[config.mk]
export PLATFORM = sky130hd
export DESIGN_NAME = game_controller
export DESIGN_NICKNAME = d
export VERILOG_FILES = /design/src/rtl/game_controller.sv
export SDC_FILE = /design/constraint.sdc
export NUM_CORES = 1
export LEC_CHECK = 0
export CORE_ASPECT_RATIO = 0.75
export CORE_UTILIZATION = 45
export DETAILED_ROUTE_END_ITERATION = 12
export HOLD_SLACK_MARGIN = 0.12
export SLEW_MARGIN = 30
export SYNTH_ARGS = -nofsm -noshare
export SYNTH_HDL_FRONTEND = slang
export SYNTH_SLANG_ARGS = --single-unit
[constraint.sdc]
create_clock -name clk -period 2.6 [get_ports clk]
set_input_delay 0.39 -clock clk [delete_from_list [all_inputs] [get_ports clk]]
set_output_delay 0.39 -clock clk [all_outputs]
set_load 0.02 [all_outputs]
[src/rtl/game_controller.sv]
// game_controller: top-level bomb-squad sequencer. It owns the game state code
// and tracks authentication failures, the countdown timer and strikes, and
// decides between the defuse and explode outcomes. All outputs are registered.
module game_controller #(
  parameter int TICK_CYCLES  = 50_000_000,  // clock cycles per countdown second
  parameter int GAME_SECONDS = 60,          // timer load value (1..255)
  parameter int SEQ_CYCLES   = 50_000_000,  // dwell of the timed display states
  parameter int MAX_FAILS    = 3,           // consecutive auth failures to lose (1..3)
  parameter int MAX_STRIKES  = 3            // strikes to lose (1..3)
) (
  input  logic       clk,
  input  logic       reset,
  input  logic       auth_valid,
  input  logic       auth_ok,
  input  logic       defused,
  input  logic       strike,
  input  logic       start,
  output logic [7:0] state,
  output logic [7:0] seconds_left,
  output logic [1:0] strikes,
  output logic [1:0] fails
);

  // State codes double as the display code seen by downstream stages.
  typedef enum logic [7:0] {
    AUTH      = 8'h00,
    AUTH_OK   = 8'h01,
    AUTH_FAIL = 8'h02,
    GAME      = 8'h10,
    WIN_SEQ   = 8'h20,
    WIN_END   = 8'h21,
    LOSE_SEQ  = 8'h30,
    LOSE_END  = 8'h31
  } state_t;

  // The +1 keeps each counter at least one bit wide when the count is 1.
  localparam int TICK_W  = $clog2(TICK_CYCLES + 1);
  localparam int DWELL_W = $clog2(SEQ_CYCLES + 1);

  localparam logic [TICK_W-1:0]  TICK_LAST  = TICK_W'(TICK_CYCLES - 1);
  localparam logic [DWELL_W-1:0] DWELL_LAST = DWELL_W'(SEQ_CYCLES - 1);
  localparam logic [7:0]         SECS_LOAD  = 8'(GAME_SECONDS);
  localparam logic [1:0]         FAIL_LIMIT = 2'(MAX_FAILS);
  localparam logic [1:0]         STRK_LIMIT = 2'(MAX_STRIKES);

  state_t               state_q, state_d;
  logic [7:0]           secs_q, secs_d;
  logic [1:0]           strikes_q, strikes_d;
  logic [1:0]           fails_q, fails_d;
  logic [TICK_W-1:0]    presc_q, presc_d;
  logic [DWELL_W-1:0]   dwell_q, dwell_d;

  logic                 tick;
  logic                 dwell_done;
  logic [1:0]           fails_inc;
  logic [1:0]           strikes_inc;

  assign tick        = (presc_q == TICK_LAST);
  assign dwell_done  = (dwell_q == DWELL_LAST);
  assign fails_inc   = (fails_q == 2'd3) ? 2'd3 : fails_q + 2'd1;
  assign strikes_inc = (strikes_q == 2'd3) ? 2'd3 : strikes_q + 2'd1;

  // Next-state and next-counter logic for every state.
  always_comb begin
    // NOTE: every variable gets a default first so no path leaves one unassigned,
    // which would otherwise infer a latch.
    state_d   = state_q;
    secs_d    = secs_q;
    strikes_d = strikes_q;
    fails_d   = fails_q;
    // Both counters idle at zero, so any state entry starts them from zero.
    presc_d   = '0;
    dwell_d   = '0;

    case (state_q)
      AUTH: begin
        if (auth_valid) begin
          if (auth_ok) begin
            state_d = AUTH_OK;
            fails_d = 2'd0;
          end else begin
            fails_d = fails_inc;
            state_d = (fails_inc == FAIL_LIMIT) ? LOSE_SEQ : AUTH_FAIL;
          end
        end
      end

      AUTH_OK: begin
        if (dwell_done) begin
          state_d   = GAME;
          secs_d    = SECS_LOAD;
          strikes_d = 2'd0;
        end else begin
          dwell_d = dwell_q + 1'b1;
        end
      end

      AUTH_FAIL: begin
        if (dwell_done) state_d = AUTH;
        else            dwell_d = dwell_q + 1'b1;
      end

      GAME: begin
        if (defused) begin
          // Defuse wins over everything and freezes both counters.
          state_d = WIN_SEQ;
        end else begin
          if (strike) begin
            strikes_d = strikes_inc;
            if (strikes_inc == STRK_LIMIT) state_d = LOSE_SEQ;
          end
          if (tick) begin
            if (secs_q != 8'd0) secs_d = secs_q - 8'd1;
            if (secs_q == 8'd1) state_d = LOSE_SEQ;
          end else begin
            presc_d = presc_q + 1'b1;
          end
        end
      end

      WIN_SEQ: begin
        if (dwell_done) state_d = WIN_END;
        else            dwell_d = dwell_q + 1'b1;
      end

      LOSE_SEQ: begin
        if (dwell_done) state_d = LOSE_END;
        else            dwell_d = dwell_q + 1'b1;
      end

      WIN_END, LOSE_END: begin
        if (start) begin
          state_d = AUTH;
          fails_d = 2'd0;
        end
      end

      // Any code outside the legal set recovers to authentication.
      default: state_d = AUTH;
    endcase
  end

  // State and counter registers with synchronous active-low reset.
  always_ff @(posedge clk) begin
    // NOTE: sequential state uses non-blocking assignments so every register
    // samples the pre-edge values of the others.
    if (!reset) begin
      state_q   <= AUTH;
      secs_q    <= SECS_LOAD;
      strikes_q <= 2'd0;
      fails_q   <= 2'd0;
      presc_q   <= '0;
      dwell_q   <= '0;
    end else begin
      state_q   <= state_d;
      secs_q    <= secs_d;
      strikes_q <= strikes_d;
      fails_q   <= fails_d;
      presc_q   <= presc_d;
      dwell_q   <= dwell_d;
    end
  end

  assign state        = state_q;
  assign seconds_left = secs_q;
  assign strikes      = strikes_q;
  assign fails        = fails_q;

endmodule

# Word-level counts from Yosys, hierarchy flattened
# Index checks and enable logic that the tools add are counted.
[totals]
reg_bits = 72
latch_bits = 0
ramBits = 0
mem_bits_ro = 0
in_bits = 7
out_inout_bits = 20
memories = 0
[op_classes]
addsub = 5
mul = 0
div = 0
n_lt_le_gt_ge = 0
n_eq_ne = 24
n_shift = 0
n_mux = 29
n_bitwise = 3
reduce_logical = 12
[op_table]
columns = ["op", "n"]
rows = [
  ["8-bit two-way mux", 15],
  ["8-bit one-hot mux with 7 select lines", 1],
  ["26-bit by 1-bit adder with 26-bit output, second input constant", 2],
  ["26-bit equality test, second input constant", 2],
  ["8-bit by 6-bit equality test with 1-bit output, second input constant", 4],
  ["2-bit != test, second input constant", 10],
  ["8-bit by 1-bit equality test with 1-bit output, second input constant", 2],
  ["2-bit two-way mux", 8],
  ["8-bit one-hot mux with 2 select lines", 1],
  ["6-bit two-way mux", 2],
  ["2-bit equality test, second input constant", 4],
  ["8-bit by 2-bit equality test with 1-bit output, second input constant", 1],
  ["8-bit by 5-bit equality test with 1-bit output, second input constant", 1],
  ["8-bit zero test", 1],
  ["2-bit one-hot mux with 2 select lines", 2],
  ["8-bit nonzero test", 1],
  ["4-bit OR reduction", 2],
  ["8-bit by 1-bit subtractor with 8-bit output, second input constant", 1],
  ["6-bit AND reduction", 1],
  ["5-bit AND reduction", 1],
  ["2-bit by 1-bit adder with 2-bit output, second input constant", 2],
  ["4-bit AND reduction", 1],
  ["2-bit nonzero test", 2],
  ["1-bit NOT", 3],
  ["3 further kinds", 3],
]

# Logic depth before layout (Yosys ltp)
# Gate-level depths: netlist (run 1).
[depth]
ltp_word = 9
mapped_depth = 10
depth_no_buf = 7

# Worst setup path before layout (run 1)
# Ideal clock, no wire load.
[synth_path]
path_type = "register to register"
startpoint = "reg dwell_q[16]"
endpoint = "reg dwell_q[11]"
t_arrival_ns = 2.059
path_slack_ns = 0.427
path_stages_with_launch = 9
n_path_buf = 2
period_less_slack_ns = 2.173
path_cell_list = "dfxtp_1 > or4_1 > or4_4 > or2_1 > nand2_1 > or2_1 > buf_4 > buf_6 > nor2_1"
[synth_between]
elab_chain_cells = 2
[synth_lines]
columns = ["element", "line_no", "rtl"]
rows = [
  ["start, declared", "51", "logic [DWELL_W-1:0] dwell_q, dwell_d;"],
  ["start signal, assigned", "160", "dwell_q <= dwell_d;"],
  ["26-bit equality test", "59", "assign dwell_done = (dwell_q == DWELL_LAST);"],
  ["3-bit OR reduction (no source line)", "n/a", ""],
]
# Every way passes these cells.
# A chain may end at the register's enable or synchronous reset.

# Worst setup path in the final report (run 1)
[layout_path]
startpoint = "reg presc_q[0]"
endpoint = "reg secs_q[4] (netlist: seconds_left[4])"
[layout_between]
elab_chain_cells = 3
[layout_lines]
columns = ["element", "line_no", "rtl"]
rows = [
  ["start, declared", "50", "logic [TICK_W-1:0] presc_q, presc_d;"],
  ["start signal, assigned", "159", "presc_q <= presc_d;"],
  ["26-bit equality test", "58", "assign tick = (presc_q == TICK_LAST);"],
  ["2-bit != test (no source line)", "n/a", ""],
  ["5-bit AND reduction (no source line)", "n/a", ""],
  ["end signal, assigned", "156", "secs_q <= secs_d;"],
  ["end, declared", "47", "logic [7:0] secs_q, secs_d;"],
]
# Every way passes these cells.

==> results.yml, run 1 <==
run_status:
  status: "finished clean"
worst_hold_path:
  min-delay-path-class: "flip-flop to flip-flop"
critical_path:
  worst_setup_path_end_kind: "flip-flop"
  criticalPathCategory: "flip-flop to flip-flop"
  critical_path_required_ps: 2870
  setup.worst_path.start_class: "flip-flop"
  timing.critical_path.arrival_ps: 2560
  cp-startpoint: "presc_q[0]"
  worst-path-max-fanout: 5
  timing.reg2reg.setup_slack_ps: 310
  rr_worst_depth: 8
  r2r_start: "presc_q[0]"
  rr_endpoint: "seconds_left[4]"
  critPathCapture: "seconds_left[4]"
power:
  power_density_mw_per_mm2: 550
  leakage_uw: 0.00134
  ir_worst_vdd_mv: 0.359
sta:
  worst_margin_slew_ps: 581
  grt_setup_unrepaired: "no"
  timing.final.setup_violations: 0
  setup_skew_ps: 9.16
  final_min_period_over_clock_period_pct: 88.0
  minimum_clock_period_ps: 2290
  final.setup.tns_ps: 0
  report.final.hold_viol_count: 0
  maxSlewViolCount: 0
  slew-limit-headroom_pct: 60.7
  max_clock_freq_mhz: 437
  whs_ps: 473
logic_synthesis:
  yosys_most_used_dff: "sky130_fd_sc_hd__dfxtp_1"
  ys_warn_count: 0
  syn_inst: 392
  synthDominantAreaCellType: "sky130_fd_sc_hd__dfxtp_1"
  synthesis.area_mm2: 0.00336
  synth_top_cell_area_share_pct: 42.9
  post_synth.cell_area_avg_um2: 8.57
  synth_enable_flop_cells: 0
  async_reset_ff_share_pct: 0
  synthMostInstantiatedCell: "sky130_fd_sc_hd__nor2_1"
  netlist_top_cells_count: "sky130_fd_sc_hd__nor2_1 (81), sky130_fd_sc_hd__dfxtp_1 (72), sky130_fd_sc_hd__xor2_1 (35), sky130_fd_sc_hd__nand2_1 (31), sky130_fd_sc_hd__nand3_1 (26)"
  yosys.cell_types.count: 50
  synth-seq-cells: 72
  yosys-top-cells-area: "sky130_fd_sc_hd__dfxtp_1 (43%), sky130_fd_sc_hd__xor2_1 (9.1%), sky130_fd_sc_hd__nor2_1 (9.1%), sky130_fd_sc_hd__xnor2_1 (4.4%), sky130_fd_sc_hd__nand3_1 (3.9%)"
  synth.yosys.seq_area_share_pct: 42.9
global_routing:
  grt_pass1_vias: 2613
  grt_start_max_net_pins: 27
  gr-total-overflow: 0
  grt_antenna_before_repair: 0
  grt_pass1_wl_um: 11800
  track_usage_pct: 19.4
route:
  initialDrtViolationCount: 141
  detailroute.wirelength.met2_um: 3030
  routedLengthMet1_um: 3610
  drcViolationCount: 0
  routed_wirelength_um: 7020
  postRouteAntennaNets: 0
  met3WireLength_um: 291
  route.vias.total: 2757
  highest-signal-layer: "met4"
  routed_via_density: 5.15
  detailedRoute.firstPassIterationCount: 4
  detail_route.wl_per_cell_um: 13.1
clock_tree:
  cts-hold-fix-buffers: 0
  reg_clk_slew_reported_paths_ps: 80
  postCtsSetupBuffers: 0
  cts_made_buffers: 9
  tritoncts_num_sinks: 72
  clock_path_buffers: 2
  clockRootBuffer: "sky130_fd_sc_hd__clkbuf_8"
  worstSkewPairLatency_ps: 340
  cts_tree: "built"
  cts.htree.levels: 3
  post_cts_resized: 0
finish:
  count_of_placed_standard_cells_in_the_final_layout_fillers_left_out: 535
  final_layout_size_suffix_gt1_share_pct: 6.41
  utilization_after_layout_pct: 57.1
  antenna-diode-count: 0
  layout.filler_cells: 686
  layout-area-overhead-vs-synth_pct: 19.6
  final_net_count: 444
placed_design:
  dp_cells: 519
  detailedPlacementHpwl_um: 4990
  gp_congestion: 0.811
  portBuffers: 26
floorplan:
  io_pins: 27
  die_w_um: 102
  die_y_um: 76.8
  initial_utilization_pct: 47.8
  placementRows: 26
  design.die.area_mm2: 0.00782
  fp.coreArea_mm2: 0.00703
run:
  timing.max_cap.violations: 0
-- area by class of cell --
class | instances | area, µm² | area share [%]
Multi-Input combinational cell | 303 | 1830 | 45.7
Sequential cell | 72 | 1440 | 35.9
Timing Repair Buffer | 35 | 340 | 8.48
Clock buffer | 11 | 131 | 3.27
Tap cell | 98 | 123 | 3.05
Clock inverter | 5 | 104 | 2.59
Inverter | 11 | 41.3 | 1.03
-- cell families after synthesis --
kind of cell | synth area share, %
buf+inv | 2.79
fa+ha+maj | 1.86
simple gates | 32.2
mux | 0.596
other cells | 0.112
compound gates | 5.96
xor+xnor | 13.6
flops | 42.9
-- sequential cells by signal, indices dropped and copies added, names as in the netlist --
name and cells:
strikes 2, state 8, fails 2, seconds_left 8, presc_q 26, dwell_q 26
-- cells in the final DEF (no fill, tap or decap), drive strengths merged, types with 3 or more instances in the layout --
cell type	n
a211oi	4
nor2b	4
and4	5
ha	5
o21ai	7
or4	3
bufinv	3
nand3	26
nand4	15
a21oi	5
dfxtp	72
nor4b	4
inv	12
nor3	12
nor4	6
conb	4
nand2	31
buf	9
and3	8
clkbuf	11
xnor2	17
and2	3
nor2	81
clkdlybuf4s50	26
nand4b	3
xor2	35
-- how the worst min path moves through the flow --
| stage | endpoint | slack, ps | cells past startpoint | start |
|---|---|---|---|---|
| 6_report | dwell_q[0] | 470 | 1 | dwell_q[0] |
| 5_1_grt | dwell_q[0] | 500 | 1 | dwell_q[0] |
| 3_5_place_dp | presc_q[0] | 450 | 1 | presc_q[0] |
| 2_1_floorplan | dwell_q[0] | 430 | 1 | dwell_q[0] |
| 3_3_place_gp | dwell_q[0] | 450 | 1 | dwell_q[0] |
| 4_1_cts | presc_q[0] | 470 | 1 | presc_q[0] |
-- per-layer routing --
metal  GRT usage (%)  vias up
met5               0        -
met4            6.96        0
met3            5.29        8
met2            29.6       52
met1            26.0     1260
li1                -     1437
-- critical path, stage by stage, from the launching register on --
cell and delay [ps]:
sky130_fd_sc_hd__dfxtp_1 370, sky130_fd_sc_hd__ha_1 200, sky130_fd_sc_hd__nand3_1 200, sky130_fd_sc_hd__nor4_1 340
sky130_fd_sc_hd__buf_4 180, sky130_fd_sc_hd__a41oi_1 140, sky130_fd_sc_hd__a21oi_2 200, sky130_fd_sc_hd__nor4b_1 360
sky130_fd_sc_hd__mux2i_1 220
-- report_power, final --
| part | internal (µW) | switching, µW |
|---|---|---|
| clock | 640 | 412 |
| combinational | 20.8 | 24.2 |
| sequential | 1110 | 4.26 |
| total | 1770 | 441 |
-- through the flow --
| step | worst slack, ps | total power (µW) | cell area (µm²) |
|---|---|---|---|
| 5_1_grt | 74.0 | 2300 | 4020 |
| 6_report | 312 | 2210 | 4020 |
| 4_1_cts | 299 | 2240 | 4020 |
| 3_5_place_dp | 341 | 1180 | 3780 |
| 3_3_place_gp | 307 | 1180 | 3780 |
| 2_1_floorplan | 427 | 1160 | 3370 |
(Power assumes the default switching activity.)
==> inputs of run 2 (changes only) <==
--- a/config.mk
+++ b/config.mk
@@ -5,6 +5,7 @@
 export SDC_FILE = /design/constraint.sdc
 export NUM_CORES = 1
 export LEC_CHECK = 0
+export ABC_AREA = 1
 export CORE_ASPECT_RATIO = 0.75
 export CORE_UTILIZATION = 45
 export DETAILED_ROUTE_END_ITERATION = 12
==> results.yml, run 2 <==
run_status:
  status: "finished clean"
power:
  leakage_uw: 0.00173
  power_density_mw_per_mm2: 530
  net_switching_component_of_the_power_uw: 491
  ir_worst_vdd_mv: 0.419
  pwr-share-seq_pct: 45.1
  internal_power_uw: 1980
  switching_share_pct: 19.9
  comb_pwr_share_pct: 2.1
  clockPowerShare_pct: 52.8
route:
  drcViolationCount: 0
  detailedRoute.firstPassIterationCount: 4
  postRouteAntennaNets: 0
  detail_route.wl_per_cell_um: 12.7
  route.vias.total: 3446
  initialDrtViolationCount: 160
  routed_wirelength_um: 8810
  routed_via_density: 4.96
placed_design:
  gp_congestion: 0.823
  detailedPlacementHpwl_um: 6530
  portBuffers: 26
floorplan:
  die_w_um: 110
  design.die.area_mm2: 0.00915
  fp.coreArea_mm2: 0.00849
  placementRows: 29
  io_pins: 27
  initial_utilization_pct: 46.5
  die_y_um: 83.1
clock_tree:
  cts_made_buffers: 9
  clockRootBuffer: "sky130_fd_sc_hd__clkbuf_16"
  cts_tree: "built"
  cts.htree.levels: 3
  clock_path_buffers: 2
  postCtsSetupBuffers: 0
  worstSkewPairLatency_ps: 340
  reg_clk_slew_reported_paths_ps: 50
  cts-hold-fix-buffers: 0
  post_cts_resized: 0
  tritoncts_num_sinks: 72
logic_synthesis:
  syn_inst: 544
  synth_top_cell_area_share_pct: 36.5
  ys_warn_count: 0
  synth-seq-cells: 72
  synth.yosys.seq_area_share_pct: 36.5
  async_reset_ff_share_pct: 0
  post_synth.cell_area_avg_um2: 7.25
  synthMostInstantiatedCell: "sky130_fd_sc_hd__nand2_1"
  yosys.cell_types.count: 45
  netlist_top_cells_count: "sky130_fd_sc_hd__nand2_1 (107), sky130_fd_sc_hd__nor2_1 (80), sky130_fd_sc_hd__dfxtp_1 (72), sky130_fd_sc_hd__inv_1 (69), sky130_fd_sc_hd__a21oi_1 (32)"
  synth_enable_flop_cells: 0
  synthesis.area_mm2: 0.00395
  yosys-top-cells-area: "sky130_fd_sc_hd__dfxtp_1 (37%), sky130_fd_sc_hd__nand2_1 (10%), sky130_fd_sc_hd__nor2_1 (7.6%), sky130_fd_sc_hd__inv_1 (6.6%), sky130_fd_sc_hd__a21oi_1 (4.1%)"
  yosys_most_used_dff: "sky130_fd_sc_hd__dfxtp_1"
  synthDominantAreaCellType: "sky130_fd_sc_hd__dfxtp_1"
sta:
  worst_margin_slew_ps: 504
  setup_skew_ps: 6.06
  final.setup.tns_ps: 0
  maxSlewViolCount: 0
  report.final.hold_viol_count: 0
  max_clock_freq_mhz: 539
  timing.final.setup_violations: 0
  final_min_period_over_clock_period_pct: 71.3
  minimum_clock_period_ps: 1850
  grt_setup_unrepaired: "no"
  slew-limit-headroom_pct: 66.1
critical_path:
  critical_path_required_ps: 2860
  worst_setup_path_end_kind: "flip-flop"
  timing.critical_path.arrival_ps: 2120
  criticalPathCategory: "flip-flop to flip-flop"
  worst-path-max-fanout: 14
  setup.worst_path.start_class: "flip-flop"
global_routing:
  grt_pass1_wl_um: 14700
  track_usage_pct: 21.0
  gr-total-overflow: 0
  globalRouteMet2Util_pct: 27.9
  grt_start_max_net_pins: 16
  groute.layer.met3.usage_pct: 6.20
  grt_antenna_before_repair: 0
  grt_pass1_vias: 3029
  gr-usage-met1_pct: 31.4
  most_used_routing_layer_in_global_routing: "met1"
finish:
  utilization_after_layout_pct: 54.8
  layout.filler_cells: 828
  commonest_non_fill_non_tap_cell_in_the_layout: "sky130_fd_sc_hd__nand2_1"
  final_net_count: 594
  layout_common_cells: "sky130_fd_sc_hd__nand2_1 (107), sky130_fd_sc_hd__nor2_1 (80), sky130_fd_sc_hd__dfxtp_1 (72)"
  layout-area-overhead-vs-synth_pct: 18.0
  biggestRegsByFlops: "dwell_q (26), presc_q (26)"
  antenna-diode-count: 0
  final_layout_size_suffix_gt1_share_pct: 14.1
worst_hold_path:
  min-delay-path-class: "flip-flop to flip-flop"
run:
  timing.max_cap.violations: 0
[run 2: cell types whose count changed in the layout (fill, tap and decap cells not counted), moves of 8 or more]
cell / change
sky130_fd_sc_hd__a21oi_1: +28
sky130_fd_sc_hd__clkbuf_16: +9
sky130_fd_sc_hd__inv_1: +58
sky130_fd_sc_hd__nand2_1: +76
sky130_fd_sc_hd__nand2_2: +14
sky130_fd_sc_hd__nor2_4: +8
sky130_fd_sc_hd__xnor2_1: -13
sky130_fd_sc_hd__xor2_1: -21
[run 2: path summary, 6_finish.rpt]
| check | from | endpoint | slack, ps | cells after the start |
|---|---|---|---|---|
| setup reg to reg | state[6] | dwell_q[20] | 750 | 9 |
| hold / removal | dwell_q[0] | dwell_q[0] | 460 | 1 |
| hold reg to reg | dwell_q[0] | dwell_q[0] | 460 | 1 |
| setup / recovery | state[6] | dwell_q[20] | 750 | 9 |
[run 2: worst max-delay path, stage by stage, from the launching register on]
cell,delay (ps)
sky130_fd_sc_hd__dfxtp_1,330
sky130_fd_sc_hd__nor2_4,180
sky130_fd_sc_hd__nand2_1,130
sky130_fd_sc_hd__nor2_4,170
sky130_fd_sc_hd__inv_2,80
sky130_fd_sc_hd__nand3_2,90
sky130_fd_sc_hd__nand3_2,350
sky130_fd_sc_hd__inv_2,230
sky130_fd_sc_hd__o21ai_0,100
sky130_fd_sc_hd__a21oi_1,130
[run 2: routing by layer]
layer,vias to the layer above,part of all wire (%)
li1,1822,-
met1,1546,53
met2,67,40
met3,11,5.3
met4,0,1.6
met5,-,0
[run 2: cells by family (layout without fill, tap and decap cells)]
family	after synthesis	count (layout)	share of synthesized area, %
XOR/XNOR	18	18	3.99
flip-flops	72	72	36.5
adder cells (fa/ha/maj)	5	5	1.59
AND/OR/NAND/NOR	305	305	40.1
AO/OA/AOI/OAI	62	62	9.38
buffers and inverters	81	121	8.28
other	1	4	0.0950
[run 2: cell type report]
| class | count | area (µm²) | share of cell area (%) |
|---|---|---|---|
| Clock inverter | 2 | 35.0 | 0.752 |
| Clock buffer | 14 | 284 | 6.10 |
| Timing Repair Buffer | 30 | 290 | 6.23 |
| Sequential cell | 72 | 1440 | 31.0 |
| Tap cell | 108 | 135 | 2.90 |
| Multi-Input combinational cell | 394 | 2190 | 47.0 |
| Inverter | 75 | 282 | 6.05 |
[run 2: power by group through the flow]
stage	Combinational (µW)	Sequential [µW]	Clock [µW]
floorplan	19.9	1140	0
global placement	50.8	1140	0
detailed placement	51.4	1140	0
CTS	51.7	1110	1340
global route	56.1	1110	1380
finish	51.5	1110	1300
[run 2: per-stage QoR]
step	instances	area [µm²]	power (µW)	hold slack [ps]	setup WS, ps
after CTS	695	4660	2500	453	706
after detailed placement	679	4340	1190	443	745
after global placement	679	4340	1190	426	801
after floorplan	547	3960	1160	418	1050
final	695	4660	2470	458	746
after global routing	695	4660	2550	477	591
==> inputs of run 3 (changes only) <==
--- a/config.mk
+++ b/config.mk
@@ -10,6 +10,7 @@
 export CORE_UTILIZATION = 45
 export DETAILED_ROUTE_END_ITERATION = 12
 export HOLD_SLACK_MARGIN = 0.12
+export PLACE_DENSITY = 0.66
 export SLEW_MARGIN = 30
 export SYNTH_ARGS = -nofsm -noshare
 export SYNTH_HDL_FRONTEND = slang
==> constraint.sdc (replaced) <==
create_clock -name clk -period 1.6 [get_ports clk]
set_input_delay 0.24 -clock clk [delete_from_list [all_inputs] [get_ports clk]]
set_output_delay 0.24 -clock clk [all_outputs]
set_load 0.02 [all_outputs]
==> results.yml, run 3 (synthesis results as in run 2) <==
sta:
  maxSlewViolCount: 0
  setup_skew_ps: 8.84
  grt_setup_unrepaired: "yes"
  minimum_clock_period_ps: 1660
  report.final.hold_viol_count: 0
  final.setup.tns_ps: -355
  max_clock_freq_mhz: 604
  setup_ws_ps: -56.0
  timing.final.setup_violations: 12
  whs_ps: 463
  final_min_period_over_clock_period_pct: 104
global_routing:
  grt_antenna_before_repair: 0
  gr-total-overflow: 0
  grt_pass1_vias: 3430
  track_usage_pct: 21.8
  grt_start_max_net_pins: 14
  grt_pass1_wl_um: 15700
clock_tree:
  cts.htree.levels: 3
  tritoncts_num_sinks: 72
  worstSkewPairLatency_ps: 340
  reg_clk_slew_reported_paths_ps: 60
  clockRootBuffer: "sky130_fd_sc_hd__clkbuf_16"
  clock_path_buffers: 2
  cts_made_buffers: 9
  cts_tree: "built"
finish:
  count_of_placed_standard_cells_in_the_final_layout_fillers_left_out: 761
  layout.filler_cells: 683
  layout_common_cells: "sky130_fd_sc_hd__nand2_1 (94), sky130_fd_sc_hd__inv_1 (65), sky130_fd_sc_hd__nor2_1 (63)"
  layout-area-overhead-vs-synth_pct: 42.6
  final_layout_size_suffix_gt1_share_pct: 34.5
  biggestRegsByFlops: "dwell_q (26), presc_q (26)"
  antenna-diode-count: 0
  final_net_count: 660
  utilization_after_layout_pct: 66.3
  commonest_non_fill_non_tap_cell_in_the_layout: "sky130_fd_sc_hd__nand2_1"
route:
  detail_route.wl_per_cell_um: 13.6
  routed_wirelength_um: 10300
  routed_via_density: 5.11
  drcViolationCount: 0
  initialDrtViolationCount: 186
  detailedRoute.firstPassIterationCount: 4
  postRouteAntennaNets: 0
  route.vias.total: 3887
critical_path:
  setup.worst_path.start_class: "flip-flop"
  critical_path_required_ps: 1860
  worst_setup_path_end_kind: "flip-flop"
  worst-path-max-fanout: 8
  timing.critical_path.arrival_ps: 1920
  criticalPathCategory: "flip-flop to flip-flop"
placed_design:
  dp_cells: 721
  portBuffers: 26
  detailedPlacementHpwl_um: 6680
  gp_congestion: 0.817
run:
  timing.max_cap.violations: 0
floorplan:
  design.die.area_mm2: 0.00915
  io_pins: 27
  initial_utilization_pct: 46.5
  die_w_um: 110
  placementRows: 29
  die_y_um: 83.1
  fp.coreArea_mm2: 0.00849
run_status:
  status: "finished, violations left"
  failed_checks: "negative setup slack"
power:
  overall_power_after_layout_uw: 4070
  ir_worst_vdd_mv: 0.635
  power_density_mw_per_mm2: 724
  leakage_uw: 0.00223
worst_hold_path:
  min-delay-path-class: "flip-flop to flip-flop"
==> run 3: timing repair <==
item | in CTS | in global routing
setup endpoints to repair | 31 | 71
resized for setup | 26 | 115
gates cloned | 1 | 1
pin swaps | 8 | 57
buffers inserted | 3 | 19
hold buffers | 0 | 0
==> run 3: final timing paths <==
| path | from | endpoint | slack, ps | cells after the start |
|---|---|---|---|---|
| max | state[7] | strikes[0] | -60 | 8 |
| min | presc_q[25] | presc_q[25] | 460 | 1 |
| max reg2reg | state[7] | strikes[0] | -60 | 8 |
| min reg2reg | presc_q[25] | presc_q[25] | 460 | 1 |
==> run 3: final cells by class <==
type | count | area, µm² | share of cell area (%)
multi-input cells | 395 | 2570 | 45.7
repair buffers | 95 | 853 | 15.2
well taps | 108 | 135 | 2.40
clock buffers | 9 | 225 | 4.00
inverters | 75 | 288 | 5.11
flip-flops and latches | 72 | 1460 | 25.9
clock inverters | 7 | 96.3 | 1.71
==> run 3: metrics by stage <==
stage	instance area [µm²]	setup slack, ps
2_1_floorplan	3960	54.2
3_3_place_gp	4650	10.9
3_5_place_dp	4650	-94.7
4_1_cts	5070	0.468
5_1_grt	5630	-169
6_report	5630	-56.0
==> run 3: report_power, final <==
group          switching (µW)  total (µW)  internal, µW
registers                6.78        1810          1800
clock network             811        2170          1360
logic                    56.6        92.9          36.3
==> run 3: per-layer routing <==
layer	share of wire (%)	track usage, %
met5	0	0
met4	1.7	6.10
met3	4.0	5.89
met2	47	32.6
met1	48	30.7
==> run 3: worst max-delay path, stage by stage, from the launching register on <==
cell and delay [ps]:
sky130_fd_sc_hd__dfxtp_2 330, sky130_fd_sc_hd__nor2_4 200, sky130_fd_sc_hd__nand3_2 120, sky130_fd_sc_hd__nor2_4 180
sky130_fd_sc_hd__buf_12 150, sky130_fd_sc_hd__clkinvlp_4 190, sky130_fd_sc_hd__a21oi_2 160, sky130_fd_sc_hd__nand3_1 100
sky130_fd_sc_hd__a21oi_1 150
